<file path="src/rtl/dmem_responder.sv">
// Data-memory responder for the MEM-stage port: one outstanding load/store,
// served after a fixed access latency, with the word array cleared after every reset.
module dmem_responder #(
   parameter int ADDR_W  = 6,
   parameter int DEPTH   = 64,
   parameter int LATENCY = 2
) (
   input  logic              clk,
   input  logic              rst,
   input  logic              req_valid,
   output logic              req_ready,
   input  logic              req_we,
   input  logic [ADDR_W-1:0] req_addr,
   input  logic [31:0]       req_wdata,
   input  logic [3:0]        req_be,
   output logic              rsp_valid,
   input  logic              rsp_ready,
   output logic [31:0]       rsp_rdata,
   output logic              rsp_err,
   output logic              busy
);

   typedef enum logic [1:0] {CLEAR, IDLE, WAIT, RESP} state_t;

   localparam logic [ADDR_W:0]   DEPTH_W  = (ADDR_W+1)'(DEPTH);
   localparam logic [ADDR_W-1:0] LAST_IDX = ADDR_W'(DEPTH-1);
   localparam logic [3:0]        CNT_INIT = 4'(LATENCY-1);

   state_t            state_q, state_d;
   logic [ADDR_W-1:0] clrIdx_q, clrIdx_d;
   logic [3:0]        cnt_q, cnt_d;
   logic              we_q, we_d;
   logic [ADDR_W-1:0] addr_q, addr_d;
   logic [31:0]       wdata_q, wdata_d;
   logic [3:0]        be_q, be_d;
   logic              reqReady_q, reqReady_d;
   logic              rspValid_q, rspValid_d;
   logic [31:0]       rspRdata_q, rspRdata_d;
   logic              rspErr_q, rspErr_d;
   logic              busy_q, busy_d;

   logic [31:0]       mem [DEPTH];
   logic              memWe;
   logic [ADDR_W-1:0] memIdx;
   logic [31:0]       memData;
   logic [3:0]        memBe;
   logic              inRange;

   assign inRange = ({1'b0, addr_q} < DEPTH_W);

   always_comb begin
      state_d    = state_q;
      clrIdx_d   = clrIdx_q;
      cnt_d      = cnt_q;
      we_d       = we_q;
      addr_d     = addr_q;
      wdata_d    = wdata_q;
      be_d       = be_q;
      rspValid_d = rspValid_q;
      rspRdata_d = rspRdata_q;
      rspErr_d   = rspErr_q;
      memWe      = 1'b0;
      memIdx     = addr_q;
      memData    = wdata_q;
      memBe      = be_q;
      case (state_q)
         CLEAR: begin
            memWe    = 1'b1;
            memIdx   = clrIdx_q;
            memData  = '0;
            memBe    = 4'hF;
            clrIdx_d = clrIdx_q + 1'b1;
            if (clrIdx_q == LAST_IDX) begin
               state_d  = IDLE;
               clrIdx_d = '0;
            end
         end
         IDLE: begin
            if (req_valid && reqReady_q) begin
               we_d    = req_we;
               addr_d  = req_addr;
               wdata_d = req_wdata;
               be_d    = req_be;
               cnt_d   = CNT_INIT;
               state_d = WAIT;
            end
         end
         WAIT: begin
            // The access itself happens on the edge that leaves WAIT, so the
            // store is complete before its response can be observed.
            if (cnt_q == 4'd0) begin
               state_d    = RESP;
               rspValid_d = 1'b1;
               rspErr_d   = !inRange;
               rspRdata_d = (!we_q && inRange) ? mem[addr_q] : 32'd0;
               memWe      = we_q && inRange;
            end else begin
               cnt_d = cnt_q - 1'b1;
            end
         end
         RESP: begin
            if (rsp_ready) begin
               state_d    = IDLE;
               rspValid_d = 1'b0;
               rspErr_d   = 1'b0;
            end
         end
         default: state_d = CLEAR;
      endcase
      reqReady_d = (state_d == IDLE);
      busy_d     = (state_d != IDLE);
   end

   always_ff @(posedge clk or negedge rst) begin
      if (!rst) begin
         state_q    <= CLEAR;
         clrIdx_q   <= '0;
         cnt_q      <= '0;
         we_q       <= 1'b0;
         addr_q     <= '0;
         wdata_q    <= '0;
         be_q       <= '0;
         reqReady_q <= 1'b0;
         rspValid_q <= 1'b0;
         rspRdata_q <= '0;
         rspErr_q   <= 1'b0;
         busy_q     <= 1'b1;
      end else begin
         state_q    <= state_d;
         clrIdx_q   <= clrIdx_d;
         cnt_q      <= cnt_d;
         we_q       <= we_d;
         addr_q     <= addr_d;
         wdata_q    <= wdata_d;
         be_q       <= be_d;
         reqReady_q <= reqReady_d;
         rspValid_q <= rspValid_d;
         rspRdata_q <= rspRdata_d;
         rspErr_q   <= rspErr_d;
         busy_q     <= busy_d;
      end
   end

   // The array has no reset; CLEAR zeroes it word by word instead.
   always_ff @(posedge clk) begin
      if (memWe) begin
         for (int i = 0; i < 4; i++) begin
            if (memBe[i]) mem[memIdx][8*i +: 8] <= memData[8*i +: 8];
         end
      end
   end

   assign req_ready = reqReady_q;
   assign rsp_valid = rspValid_q;
   assign rsp_rdata = rspRdata_q;
   assign rsp_err   = rspErr_q;
   assign busy      = busy_q;

endmodule
</file>
<file path="config.mk">
export PLATFORM = sky130hd
export DESIGN_NAME = dmem_responder
export DESIGN_NICKNAME = d
export VERILOG_FILES = /design/src/rtl/dmem_responder.sv
export SDC_FILE = /design/constraint.sdc
export NUM_CORES = 2
export LEC_CHECK = 0
export ABC_CLOCK_PERIOD_IN_PS = 5300
export CORE_MARGIN = 4
export CORE_UTILIZATION = 56
export DETAILED_ROUTE_END_ITERATION = 10
export GPL_TIMING_DRIVEN = 0
export PLACE_DENSITY = 0.73
export SLEW_MARGIN = 5
export SYNTH_ARGS = -nofsm -noshare
export SYNTH_HDL_FRONTEND = slang
export SYNTH_SLANG_ARGS = --single-unit
export TNS_END_PERCENT = 50
</file>
<file path="constraint.sdc">
create_clock -name clk -period 5.3 [get_ports clk]
set_clock_uncertainty 0.15 [all_clocks]
set_input_delay 0.795 -clock clk [delete_from_list [all_inputs] [get_ports clk]]
set_output_delay 0.795 -clock clk [all_outputs]
set_load 0.05 [all_outputs]
</file>
# Word level (Yosys, flattened, before mapping)
# Memory sizes are Yosys's and may differ from the RTL's.
# Index checks and enable logic that the tools add are counted.
# op_classes
eq_ne	10
mux	32
n_reduce_logical	9
add_sub_neg	2
# ops
op	count
$mux W32	2
$mux W1	16
$mux W4	3
$mux W6	2
$mux W2	4
$ne A2 B2 Y1 const B	4
$pmux W2 S4	1
$pmux W4 S2	1
$add A6 B1 Y6 const B	1
$eq A6 B6 Y1 const B	1
$pmux W1 S2	3
$reduce_and A3 Y1	2
$eq A2 B1 Y1 const B	2
$eq A2 B2 Y1 const B	2
$logic_not A4 Y1	1
$reduce_and A2 Y1	2
$reduce_bool A2 Y1	2
$sub A4 B1 Y4 const B	1
$logic_not A2 Y1	1
$ne A2 B1 Y1 const B	1
$logic_and A1 B1 Y1	1
# word_totals
ramBits	2048
output_inout_bits	36
elab_cells	66
regBits	91
memories	1
# mem_list
name	words	width	read_ports	rd_clocked_by_memory_dff	wr	line	source
mem	64	32	1	0	1	42	logic [31:0] mem [DEPTH];

# Depth between registers and ports, before layout
# logic_depth
depth_word	5
ltp_mapped	12
mapped_depth_nobuf	8

# Worst setup path after synthesis
# OpenSTA, ideal clock, no wires.
# synth_path
path_type	flip-flop to flip-flop
start	register state_q[0]
end	memory mem[0][23] (data pin)
period_less_slack_ns	3.580
n_path_buf	3
setup_ns	0.517
arrival_ns	2.913
t_required_ns	4.633
setup_slack_ns	1.720
path_stages_with_launch	7
cell_sequence	dfrtp_1 -> inv_1 -> ha_1 -> buf_1 -> clkbuf_1 -> clkbuf_1 -> nor2b_1
# synth_between
elab_chain_cells	2
# synth_rtl
item	line	source
from (decl)	29	state_t state_q, state_d;
from (signal assigned)	129	state_q <= state_d;
$logic_not A2 Y1	66	case (state_q)
$mux W32	66	
via memData[23]	45	logic [31:0] memData;
to (decl)	42	
# The timed path passes the listed nets, and every way through them passes these cells.

# Worst setup path in the final report
# layout_path
start	register addr_q[4]
end	memory mem[35][0], enable pin
# layout_between
elab_chain_cells	1
# layout_rtl
item	line	source
from (decl)	33	logic [ADDR_W-1:0] addr_q, addr_d;
from (signal assigned)	133	addr_q <= addr_d;
$mux W6	66	
# No other way between the ends.

==> results.md <==
* Int Power at 37720 µW
* Largest net degree at the start of global routing at 50
* CTS Buffer Depth at 3
* Critical path depth at 9
* Total core area at 147700 µm²
* Worst slew margin at -0.09214
* Total congestion overflow at 0
* Sequential fraction of the synthesis area at 0.7673
* Final critical-path share of the clock period at 1.029
* Total CTS buffers at 203
* Critical Path RT at 5.63 ns
* GRT Total Usage at 0.3708
* Synth Cell Area at 83080 µm²
* Ratio of cells with drive above 1 in the final layout at 0.2729
* Die ar. at 154600 µm²
* Dpl ws at 0.007335 ns
* CP cell instances: buf_2, inv_2, buf_2, clkbuf_4, o21ai_0, nor2_1, nand2_1, buf_1, nor2_1
* Pre-antenna DRT Iters at 6
* Worst slew pin tran at 1.597 ns
* DR DRC count at 0
* Row cnt at 141
* EDFF count, synth at 2048
* Sequential share of power at 0.376
* Post-DP HPWL at 187.5 mm
* Ys flop type: edfxtp_1
* Switching Fraction at 0.3804
* Synth Instances at 3864
* Sw power at 23160 µW
* CP delay by family, top: buffers and inverters
* # IOs at 83
* RSZ-0062 raised after global routing: true
* Area contributors post-synth: edfxtp_1 (74%), mux4_2 (15%), dfrtp_1 (2.7%)
* Die Y at 393.2 µm
* CP max FO at 10
* Endpoints failing hold at 0
* Depth of the CTS H-tree at 4
* Yosys warning total at 0
* Routed WL at 281.3 mm
* Width of the die at 393.2 µm
* ANT nets after route at 0
* Placed cell count at 5920
* Number of synthesized register bits at 2138
* CP max stage delay at 1.05 ns
* CP endpoint kind: flop
* Area delta synth->final at 13.79%
* Synth Area per Inst at 21.50 µm²
* Skew-Pair Late Insertion Delay at 0.86 ns
* Setup CP Type: flop to flop
* Status: finished, violations left
* Initial core utilization at 0.5627
* Yosys top cell area share at 0.7402
* Final Max Slew Viols at 65
* Final setup violation count at 252
* Power density over the cells at 644.0 nW/µm²
* Fillers at 9462
* Max-Cap Viols at 7
* Comb pwr share at 0.381
* Critical path's slowest cell: nor2_1
* Async SR Flop Fraction at 0.04210
* Clock power frac at 0.243
* Setup TNS at -10.91 ns
* Worst setup SP type: flop
* Final net count at 4259
* CTS tree: done
* Via density at 7.262
* Min-delay worst type: input port to asynchronous set/reset pin
* Layout Cells excl Fill at 6319
* Distinct cell type count after synthesis at 55
* Worst Path Buf+Inv at 5
* Tot Pwr at 60880 µW
* Synth Net Count at 3918
* Initial DRC count at 9061
* Leak at 0.03038 µW
* Fin crit period at 5.455 ns
* CP arrival at 5.78 ns
* CTS Root Cell: clkbuf_16
* PnR worst setup slack at -0.1555 ns
* CTS sink count at 2138
* Initial antenna violation count at 12
* First-pass GRT wire length at 376.0 mm
* Reg clk slew, reported paths at 0.07 ns
* Area leader, netlist: edfxtp_1
* Failing checks: max-capacitance violations, max-slew violations, negative setup slack
* Hold Slack at 0.2917 ns
* Worst R2R Path Depth at 9
* IO Port Bufs at 81
* Number of global-route vias before repair at 43452
* Fmax achieved at 183.3 MHz
* Vias post-DR at 45890
* GPL Wtd Cong at 1.002
* VDD IR max at 0.6666 mV
* WL per Instance at 44.52 µm
## layer usage
layer  up-vias  track usage  share of wire
met5         -     0.006061        0.00087
met4         8       0.2157          0.077
met3       935       0.1705           0.17
met2      4533       0.5208           0.43
met1     23673       0.4790           0.32
li1      16741            -              -
## cell usage after synthesis, drive strengths merged, types with 2 or more instances
cell type	count
and3	6
buf	130
a22o	7
a21oi	15
a22oi	54
a31o	4
mux4	551
a2111oi	3
o211ai	13
nor2	304
a221o	5
o22ai	13
inv	12
nand4	5
nor3	11
o21ai	21
nor2b	37
mux2	50
mux2i	122
edfxtp	2048
nand2	165
o31ai	4
xnor2	2
dfrtp	89
nand2b	3
a211oi	5
clkbuf	74
a221oi	22
ha	7
o21a	4
nand3	50
and2	2
a31oi	13
## sequential cells by signal, summed over array words and instances, names as in the netlist
register   cells
mem         2048
rsp_rdata     32
wdata_q       32
addr_q         6
clrIdx_q       6
be_q           4
cnt_q          4
state_q        2
busy           1
req_ready      1
rsp_valid      1
we_q           1
## kinds of logic after synthesis
kind of cell | Yosys count | synth area share
DFF | 2138 | 0.7673
adders and majority gates | 7 | 0.001054
muxes | 723 | 0.1709
buffers and inverters | 216 | 0.01464
and+or+nand+nor | 586 | 0.02926
other | 1 | 0.00004514
AOI/OAI and AO/OA | 191 | 0.01658
xor gates and xnor gates | 2 | 0.0002109
## layout make-up
cell class	instances	area (µm²)	share of cell area
Sequential cell	2138	63750	0.6743
Multi-Input combinational cell	1510	18520	0.1959
Clock buffer	271	5602	0.05925
Tap cell	1930	2415	0.02554
Timing Repair Buffer	136	1799	0.01903
Buffer	204	1239	0.01310
Clock inverter	111	1154	0.01220
Inverter	12	45.04	0.0004764
Antenna cell	7	17.52	0.0001853
## through the flow
step	instance area, µm²	util
floorplan	83080	-
global placement	86310	0.5845
detailed placement	87530	0.5927
CTS	94300	0.6386
global route	94530	0.6401
finish	94540	0.6403
## power by group through the flow
stage	registers [µW]	logic (µW)	clock network, µW
floorplan	23500	10800	0
global placement	23600	20600	0
detailed placement	23200	21900	0
CTS	22900	21900	14800
global route	22900	23000	15500
finish	22900	23200	14800
## cell usage in the layout, fill, tap and decap left out, drive strengths merged, types with 11 or more instances in the layout
cell type and n:
a221oi 22, nor2b 37, clkinv 81, o211ai 13, nand3 50, clkbuf 348, mux2 50, clkdlybuf4s50 80
bufinv 20, mux2i 122, nor2 304, nor3 11, a31oi 13, inv 17, o21ai 21, edfxtp 2048
buf 180, nand2 165, o22ai 13, a22oi 54, dfrtp 89, a21oi 15, mux4 551
## timing repair
item / CTS / global route
resized for setup: 2 / 49
pin swaps: 0 / 8
hold buffers: 1 / 0
gates cloned: 0 / 0
endpoints found under the setup margin: 12 / 1056
hold endpoints to repair: 41 / 0
setup buffers: 0 / 8
## worst reg2reg max path, delay by kind of cell (launching register included)
| kind | cells | cell delay (ns) |
|---|---|---|
| flops | 1 | 0.37 |
| simple gates | 3 | 1.38 |
| compound gates | 1 | 0.24 |
| buf+inv | 5 | 2.92 |
## final timing paths
check | start | endpoint | slack, ns
hold / removal | rst | wdata_q[21]$_DFFE_PN0P_ | 0.29
min in group clk | wdata_q[13]$_DFFE_PN0P_ | wdata_q[13]$_DFFE_PN0P_ | 0.36
max in group asynchronous | rst | wdata_q[13]$_DFFE_PN0P_ | 3.88
setup / recovery | addr_q[4]$_DFFE_PN0P_ | mem[35][0]$_DFFE_PP_ | -0.16
hold reg to reg | wdata_q[13]$_DFFE_PN0P_ | wdata_q[13]$_DFFE_PN0P_ | 0.36
setup reg to reg | addr_q[4]$_DFFE_PN0P_ | mem[35][0]$_DFFE_PP_ | -0.16
Note: power is estimated with default switching activity, not from simulation.
